## config.mk

```make
export PLATFORM = sky130hd
export DESIGN_NAME = tiny32_timer_ctrl
export DESIGN_NICKNAME = d
export VERILOG_FILES = /design/src/rtl/tiny32_timer_ctrl.sv
export SDC_FILE = /design/constraint.sdc
export NUM_CORES = 1
export LEC_CHECK = 0
export ABC_AREA = 1
export CAP_MARGIN = 20
export CORE_MARGIN = 3
export CORE_UTILIZATION = 57
export DETAILED_ROUTE_END_ITERATION = 16
export DONT_BUFFER_PORTS = 1
export PLACE_DENSITY = 0.73
export RECOVER_POWER = 50
export SYNTH_ARGS = -nofsm -noshare
export SYNTH_HDL_FRONTEND = slang
export SYNTH_SLANG_ARGS = --single-unit
```

## constraint.sdc

```tcl
create_clock -name clk -period 5.36 [get_ports clk]
set_input_delay 1.072 -clock clk [delete_from_list [all_inputs] [get_ports clk]]
set_output_delay 1.072 -clock clk [all_outputs]
set_load 0.05 [all_outputs]
```

## src/rtl/tiny32_timer_ctrl.sv

```systemverilog
// Tiny32 memory-mapped down-counting timer with prescaler, pending flag,
// interrupt request and WFI wake strobe behind a simple req/ready I/O bus.
module tiny32_timer_ctrl #(
   parameter int TIMER_BITS     = 32,
   parameter int PRESCALER_BITS = 4
) (
   input  logic        clk,
   input  logic        nreset,
   input  logic        io_req,
   input  logic        io_nwr,
   input  logic [1:0]  io_address,
   input  logic [31:0] io_data_in,
   output logic [31:0] io_data_out,
   output logic        io_ready,
   input  logic        wfi,
   input  logic        irq_ack,
   output logic        irq,
   output logic        wake
);

   localparam int PW = (PRESCALER_BITS > 0) ? PRESCALER_BITS : 1;
   localparam logic [TIMER_BITS-1:0] COUNT_ONE = TIMER_BITS'(1);

   typedef enum logic [1:0] {
      IDLE = 2'd0,
      ACK  = 2'd1,
      WAIT = 2'd2
   } bus_state_t;

   bus_state_t            state;
   bus_state_t            state_next;
   logic                  en;
   logic                  ie;
   logic                  auto_reload;
   logic [TIMER_BITS-1:0] reload;
   logic [TIMER_BITS-1:0] count;
   logic                  pend;
   logic [PW-1:0]         presc;
   logic [31:0]           read_data;
   logic                  commit;
   logic                  wr_ctrl;
   logic                  wr_reload;
   logic                  wr_count;
   logic                  wr_status;
   logic                  tick;
   logic                  expire;

   // The access takes effect only on the IDLE->ACK edge, so a held request cannot repeat it.
   assign commit    = (state == IDLE) && io_req;
   assign wr_ctrl   = commit && !io_nwr && (io_address == 2'd0);
   assign wr_reload = commit && !io_nwr && (io_address == 2'd1);
   assign wr_count  = commit && !io_nwr && (io_address == 2'd2);
   assign wr_status = commit && !io_nwr && (io_address == 2'd3);

   generate
      if (PRESCALER_BITS == 0) begin : g_no_presc
         assign tick = en;
      end else begin : g_presc
         assign tick = en && (presc == {PW{1'b1}});
      end
   endgenerate

   // A direct COUNT write pre-empts both the decrement and the expiry check.
   assign expire = tick && (count == '0) && !wr_count;
   assign wake   = pend & wfi;

   // Bus state register
   always_ff @(posedge clk or negedge nreset) begin
      if (!nreset) begin
         state <= IDLE;
      end else begin
         state <= state_next;
      end
   end

   // Bus next-state decode
   always_comb begin
      state_next = state;
      case (state)
         IDLE: begin
            if (io_req) begin
               state_next = ACK;
            end else begin
               state_next = IDLE;
            end
         end
         ACK: state_next = WAIT;
         WAIT: begin
            if (!io_req) begin
               state_next = IDLE;
            end else begin
               state_next = WAIT;
            end
         end
         default: state_next = IDLE;
      endcase
   end

   // Register read multiplexer
   always_comb begin
      read_data = 32'd0;
      case (io_address)
         2'd0:    read_data = {29'd0, auto_reload, ie, en};
         2'd1:    read_data = 32'(reload);
         2'd2:    read_data = 32'(count);
         2'd3:    read_data = {31'd0, pend};
         default: read_data = 32'd0;
      endcase
   end

   // Bus acknowledge and read-data capture
   always_ff @(posedge clk or negedge nreset) begin
      if (!nreset) begin
         io_ready    <= 1'b0;
         io_data_out <= 32'd0;
      end else begin
         io_ready    <= commit;
         io_data_out <= (commit && io_nwr) ? read_data : 32'd0;
      end
   end

   // Control and reload registers; one-shot expiry drops EN unless CTRL is written
   always_ff @(posedge clk or negedge nreset) begin
      if (!nreset) begin
         en          <= 1'b0;
         ie          <= 1'b0;
         auto_reload <= 1'b0;
         reload      <= '0;
      end else begin
         if (wr_ctrl) begin
            en          <= io_data_in[0];
            ie          <= io_data_in[1];
            auto_reload <= io_data_in[2];
         end else if (expire && !auto_reload) begin
            en <= 1'b0;
         end else begin
            en <= en;
         end
         if (wr_reload) begin
            reload <= io_data_in[TIMER_BITS-1:0];
         end else begin
            reload <= reload;
         end
      end
   end

   // Prescaler
   always_ff @(posedge clk or negedge nreset) begin
      if (!nreset) begin
         presc <= '0;
      end else if (wr_ctrl) begin
         presc <= '0;
      end else if (en) begin
         presc <= presc + PW'(1);
      end else begin
         presc <= presc;
      end
   end

   // Down counter
   always_ff @(posedge clk or negedge nreset) begin
      if (!nreset) begin
         count <= '0;
      end else if (wr_count) begin
         count <= io_data_in[TIMER_BITS-1:0];
      end else if (tick && (count != '0)) begin
         count <= count - COUNT_ONE;
      end else if (expire && auto_reload) begin
         count <= reload;
      end else begin
         count <= count;
      end
   end

   // Pending flag and registered interrupt; a new expiry beats any clear
   always_ff @(posedge clk or negedge nreset) begin
      if (!nreset) begin
         pend <= 1'b0;
         irq  <= 1'b0;
      end else begin
         if (expire) begin
            pend <= 1'b1;
         end else if (irq_ack || (wr_status && io_data_in[0])) begin
            pend <= 1'b0;
         end else begin
            pend <= pend;
         end
         irq <= pend & ie;
      end
   end

endmodule

```

---- Word-level counts from Yosys, hierarchy flattened ----
Cells that the tools add are included.
word-level totals
  flip-flop bits (word level) ............. 108
  input port bits ......................... 40
  output and inout bits ................... 35
  logic and storage cells ................. 61
cells by class
  $add $sub $neg .......................... 2
  equality and inequality tests ........... 6
  multiplexer cells ....................... 14
  bitwise operators ....................... 2
  reduce and logical (&&, ||, !) cells .... 26
operators by type and width
  kind                                                                  count
  32-bit two-way mux                                                    4
  32-bit case mux with 4 select lines                                   1
  32-bit logical NOT                                                    1
  32-bit nonzero test                                                   1
  32-bit by 1-bit subtractor with 32-bit output, second input constant  1
  1-bit logical AND                                                     14
  4-bit two-way mux                                                     2
  2-bit == test, second input constant                                  3
  2-bit case mux with 3 select lines                                    1
  2-bit nonzero test                                                    3
  1-bit two-way mux                                                     5
  4-bit by 1-bit adder with 4-bit output, second input constant         1
  2-bit by 1-bit == test with 1-bit output, second input constant       2
  4-bit == test, second input constant                                  1
  2-bit logical NOT                                                     2
  1-bit logical NOT                                                     3
  3-bit nonzero test                                                    1
  1-bit AND                                                             2
  2-bit two-way mux                                                     1
  1-bit logical OR                                                      1

---- Logic depth before layout (Yosys ltp) ----
Gate-level depths: netlist of run 1.
  depth in word-level cells ............... 10
  gate-level depth with buffers ........... 13
  depth with buffers taken out ............ 12

---- Worst setup path before layout of run 1 ----
Ideal clock, no wire load.
  path kind ............................... input -> output
  start ................................... in wfi
  end ..................................... out wake
  arrival ................................. 1415 ps
  required time ........................... 4288 ps
  slack ................................... 2873 ps
  cell stages on the path ................. 2
  path buffers ............................ 0
  path through ............................ nand2_1 -> inv_1
on the way
  cells in the longest elaborated chain, start to end .. 1
ends and longest elaborated chain
  element          line  text
  start, declared  15    input logic wfi,
  1-bit AND        65    assign wake = pend & wfi;
  end, declared    18    output logic wake
Every way passes these cells.

---- Worst setup path in the final report of run 1 ----
  start ................................... in io_address[1]
  end ..................................... reg count[13]
on the way
  cells in the longest elaborated chain, start to end .. 6
  elaborated cells on any way between the ends .. 7
  classes of those cells .................. eq/ne (1); mux (1); reduce/logical (5)
ends and longest elaborated chain
  element                              line  text
  start, declared                      11    input logic [1:0] io_address,
  2-bit == test *                      52    assign wr_count = commit && !io_nwr && (io_address == 2'd2);
  1-bit logical AND *                  52
  1-bit logical NOT                    64    assign expire = tick && (count == '0) && !wr_count;
  1-bit logical AND                    64
  1-bit logical AND                    168   end else if (expire && auto_reload) begin
  3-bit nonzero test (no source line)  -
  end signal, assigned                 167   count <= count - COUNT_ONE;
  end signal, assigned                 169   count <= reload;
  end signal, assigned                 171   count <= count;
  end, declared                        36    logic [TIMER_BITS-1:0] count;
Mark *: on every way between the ends. The rest lies on a longest branch, timed or not.
A chain may end at the register's enable or synchronous reset.

==> results.json, run 1 <==
{
  "status": "complete, no violations",
  "path_cells": "inv_2, nor2_2, buf_4, nand3_2, inv_1, buf_8, nand2_1, nand3_1",
  "arrival_ns": 3.34,
  "synth_xor_xnor_area_share_pct": 2.25,
  "dp_hpwl_mm": 10.1,
  "area_growth_pct": 4.68,
  "cpMaxStageDelayCell": "inv_1",
  "powerDensity_nw_per_um2": 495,
  "yosysSeqAreaShare_pct": 46.2,
  "yosys.area_share.simple_pct": 34.6,
  "ys_types": 32,
  "layout_commonest_cell": "nand2_1",
  "syn_avg_cell_area_um2": 7.44,
  "num-nets-final": 816,
  "synth-compound-area-share_pct": 5.07,
  "layout-drive-gt1-share_pct": 7.58,
  "cts_root_buffer": "clkbuf_8",
  "cts_hold_buf": 0,
  "final_area_um2": 6120,
  "p_total_mw": 3.03,
  "synthCells": 786,
  "gp_congestion": 0.898,
  "wire_per_inst_um": 16.0,
  "htreeDepth": 3,
  "synth_fa_ha_area_share_pct": 0.642,
  "gr-total-overflow": 0,
  "tightest_slew_ns": 0.866,
  "cts_buffers": 9,
  "skew_ns": 0.0105,
  "finalCritPeriodShare_pct": 56.6,
  "cts_tree": "built",
  "grt_max_degree": 109,
  "critPathKind": "input port to flip-flop",
  "fp.dieW_um": 107,
  "cp.required_ns": 5.67,
  "synth_area_leaders": "dfrtp_1, nand2_1, nand3_1",
  "max_stage_delay_ns": 0.77,
  "fin_hold_ws_ns": 0.373,
  "cts_resized": 0,
  "core-area_um2": 9860,
  "grt_antenna_before_repair": 0,
  "ys_warn_count": 0,
  "layout_common_cells": "nand2_1, dfrtp_1, nand3_1, nor2_1, inv_1",
  "crit_buf_inv": 4,
  "grt_pass1_vias": 4923,
  "netlist_area_um2": 5850,
  "drt_iter0_drc": 373,
  "ant_nets": 0,
  "worstSetupStartpointType": "input port",
  "hold_viol": 0,
  "synth-edff-count": 0,
  "numClockSinks": 108,
  "rsz0062_at_grt": "no",
  "ios": 75,
  "dr_total_vias": 5039,
  "ys_ff_latch": 108,
  "drv_slew": 0,
  "stdcell_count": 911,
  "min_path_type": "input port to async pin",
  "wirelength_mm": 14.6,
  "setup-violations-final": 0,
  "synthMuxAreaShare_pct": 4.43,
  "drv_cap": 0,
  "synth_top_family_by_area": "simple AND/OR/NAND/NOR gates",
  "clkLatencyLatePin_ns": 0.38,
  "end_kind": "flip-flop",
  "postCtsSetupBuffers": 0,
  "fin_crit_ns": 3.03,
  "n_antenna_cell": 0,
  "path_clk_slew_ns": 0.10,
  "grt_usage_pct": 26.7,
  "rows": 36,
  "synthDominantCellAreaShare_pct": 46.2,
  "async_reset_ff_share_pct": 100,
  "die-area_um2": 11500,
  "place_inst": 892,
  "yosysTopAreaCell": "dfrtp_1",
  "firstDrtPassIters": 5,
  "io_buffer_count": 0,
  "die_y_um": 107,
  "maxSlewHeadroom_pct": 42.1,
  "synth_nets": 829,
  "viasPerCell": 5.53,
  "max_freq_ghz": 0.330,
  "start_util_pct": 59.3,
  "synthFlopType": "dfrtp_1",
  "critPathMaxFanout": 35,
  "postPlaceCellArea_um2": 5910,
  "vdd_drop_max_v": 0.000230,
  "setup_tns_ns": 0,
  "cpLargestDelayFamily": "buffers and inverters",
  "clockBufferDepth": 2,
  "post-route-drc-count": 0,
  "grt_pass1_wl_mm": 24.5,
  "p_leak_nw": 2.93
}
## cells in the mapped netlist, types with 4 or more instances
master	instances
nand2_1	300
dfrtp_1	108
nand3_1	81
nor2_1	75
inv_1	61
a21oi_1	32
mux2_2	20
o21ai_0	17
clkbuf_1	16
buf_2	11
xor2_1	10
nand4_1	9
xnor2_1	5
nand2_2	4
nand3b_1	4
nor2_2	4
## worst reg2reg max path: cells and delay by family (launching register included)
kind          cells  cell delay [ns]
flops             1             0.39
simple gates      5             1.20
buf+inv           3             1.07
## sequential cells by signal (all words and copies together) (netlist names), 2 cells and up
signal and flops:
count 32, io_data_out 32, reload 32, presc 4
state 2
## path summary, 6_finish.rpt
kind                       slack, ns         to  cells past startpoint          start
max in group asynchronous       4.83  count[24]                      0         nreset
max reg2reg                     2.63  count[13]                      8       state[0]
max                             2.33  count[13]                      8  io_address[1]
min                             0.37   presc[0]                      0         nreset
min in group clk                0.49   state[0]                      1       state[1]
min reg2reg                     0.49   state[0]                      1       state[1]
## layer usage
layer  track usage, %  wire, um  vias up
li1                 -         -     2470
met1             37.3      6630     2381
met2             42.9      6880      167
met3             3.24       812       21
met4             9.50       259        0
met5                0         0        -
## layout make-up
class | count | area [um2]
clock buffer | 12 | 145
clock inverter | 4 | 25.0
fill | 870 | 3740
inverter | 63 | 236
multi-input combinational | 583 | 2760
sequential | 108 | 2700
tap | 133 | 166
timing repair buffer | 8 | 87.6
## stage by stage
| stage | setup WS (ns) | util (%) |
|---|---|---|
| floorplan | 2.87 | - |
| detailed placement | 1.70 | 59.9 |
| global placement | 1.84 | 59.9 |
| finish | 2.33 | 62.1 |
| CTS | 2.06 | 61.6 |
| global route | 2.12 | 62.1 |
## report_power, final
group	internal [mW]	switching, mW	total [mW]
Sequential	1.10	0.359	1.45
Combinational	0.434	0.693	1.13
Clock	0.181	0.270	0.451
Total	1.71	1.32	3.03
## cell families (layout without fill, tap and decap cells)
logic type               after synthesis  in the layout
XOR/XNOR                              15             15
multiplexers                          23             23
AO/OA/AOI/OAI                         56             56
flip-flops                           108            108
buffers and inverters                 95             87
adder cells (fa/ha/maj)                3              3
AND/OR/NAND/NOR                      486            486
Power figures use the tool's default switching activity.
==> inputs of run 2 (changes only) <==
- PLACE_DENSITY: 0.73 -> 0.76
- clock period: 5.36 -> 2.5 ns (I/O delays scaled with it)
==> run 2 against run 1 <==
Wire length barely moved. Register-to-register slack got worse by 2.2 ns. The flow now finishes with violations (negative hold slack). Sequential power rose by 110%. Clock skew rose by 0.0020 ns. Die area did not move. Hold slack got worse by 0.57 ns. Setup slack got worse by 1.9 ns. Critical path type is now flip-flop to flip-flop.
==> results.json, run 2 (synthesis gave the netlist of run 1 again) <==
{
  "wirelength_mm": 14.6,
  "skew_ns": 0.0125,
  "wire_per_inst_um": 15.8,
  "crit_buf_inv": 2,
  "critPathMaxFanout": 17,
  "layout-drive-gt1-share_pct": 9.01,
  "reg2reg_from": "state[0]",
  "start_util_pct": 59.3,
  "max_stage_delay_ns": 0.49,
  "ios": 75,
  "r2r_end": "io_data_out[21]",
  "arrival_ns": 2.31,
  "dp_hpwl_mm": 10.3,
  "path_clk_slew_ns": 0.10,
  "grt_max_degree": 109,
  "gr-total-overflow": 0,
  "cpLargestDelayFamily": "simple AND/OR/NAND/NOR gates",
  "setup-violations-final": 0,
  "min_path_type": "input port to async pin",
  "maxSlewHeadroom_pct": 49.0,
  "clkLatencyLatePin_ns": 0.38,
  "cts_resized": 0,
  "p_total_mw": 6.59,
  "postPlaceCellArea_um2": 6020,
  "area_growth_pct": 5.77,
  "htreeDepth": 3,
  "dr_total_vias": 5099,
  "drv_slew": 0,
  "fp.dieW_um": 107,
  "r2r_slack_ns": 0.47,
  "r2r_cells": 6,
  "end_kind": "flip-flop",
  "numClockSinks": 108,
  "cts_buffers": 9,
  "critPathKind": "flip-flop to flip-flop",
  "max_freq_ghz": 0.493,
  "n_antenna_cell": 0,
  "cpMaxStageDelayCell": "nand2_1",
  "firstDrtPassIters": 5,
  "die-area_um2": 11500,
  "cts_tree": "built",
  "viasPerCell": 5.54,
  "tightest_slew_ns": 0.765,
  "postCtsSetupBuffers": 0,
  "clockBufferDepth": 2,
  "status": "finished, violations left",
  "fin_crit_ns": 2.03,
  "drt_iter0_drc": 400,
  "drv_cap": 0,
  "ant_nets": 0,
  "crit_top_cell": "nand2_1",
  "layout_commonest_cell": "nand2_1",
  "setup_tns_ns": 0,
  "core-area_um2": 9860,
  "p_leak_nw": 2.99,
  "die_y_um": 107,
  "grt_usage_pct": 26.8,
  "finalCritPeriodShare_pct": 81.1,
  "powerDensity_nw_per_um2": 1060,
  "worstSetupStartpointType": "flip-flop",
  "register_area_um2": 2700,
  "num-nets-final": 826,
  "cp.required_ns": 2.78,
  "layout_common_cells": "nand2_1, dfrtp_1, nand3_1, nor2_1, inv_1",
  "hold_viol": 108,
  "fin_hold_ws_ns": -0.193,
  "grt_antenna_before_repair": 0,
  "rows": 36,
  "rsz0062_at_grt": "no",
  "io_buffer_count": 0,
  "grt_pass1_vias": 4958,
  "final_area_um2": 6190,
  "path_cells": "inv_1, nand2_1, nor2_1, nand2_1, buf_4, a21oi_1",
  "fillers": 872,
  "reg_top3": "count x32, io_data_out x32, reload x32",
  "gp_congestion": 1.01,
  "grt_pass1_wl_mm": 24.4,
  "failed_checks": "negative hold slack",
  "vdd_drop_max_v": 0.000514,
  "multi_input_area_um2": 2760,
  "cts_root_buffer": "clkbuf_8",
  "post-route-drc-count": 0
}
-- run 2: area by class of cell --
cell class / instances / area share, %
Tap cell: 133 / 2.69
Multi-Input combinational cell: 583 / 44.6
Clock inverter: 6 / 0.627
Timing Repair Buffer: 18 / 2.35
Inverter: 63 / 3.82
Clock buffer: 10 / 2.22
Sequential cell: 108 / 43.7
-- run 2: worst max path at each step --
stage,depth (start not counted),slack (ns),start,to
CTS,11,0.51,count[0],count[9]
global placement,5,0.54,io_req,io_data_out[21]
detailed placement,5,0.53,io_req,io_data_out[21]
global route,6,0.26,state[0],io_data_out[21]
finish,6,0.47,state[0],io_data_out[21]
floorplan,6,0.76,io_req,reload[12]
-- run 2: per-stage QoR --
stage / std cells / worst slack [ns] / util, %
after detailed placement: 905 / 0.530 / 61.0
after global placement: 905 / 0.538 / 61.0
after CTS: 921 / 0.512 / 62.8
after global routing: 921 / 0.262 / 62.7
after floorplan: 786 / 0.761 / -
final: 921 / 0.473 / 62.7
-- run 2: routing by layer --
metal | global-route usage [%] | up-vias | wire [um]
met3 | 4.62 | 15 | 926
met1 | 36.8 | 2436 | 6510
met5 | 0 | - | 0
li1 | - | 2486 | -
met4 | 9.04 | 0 | 224
met2 | 43.2 | 162 | 6920
-- run 2: power breakdown --
group          switching (mW)  internal, mW  total [mW]
clock                   0.599         0.388       0.987
combinational            1.50         0.989        2.49
sequential              0.756          2.35        3.11
total                    2.86          3.73        6.59
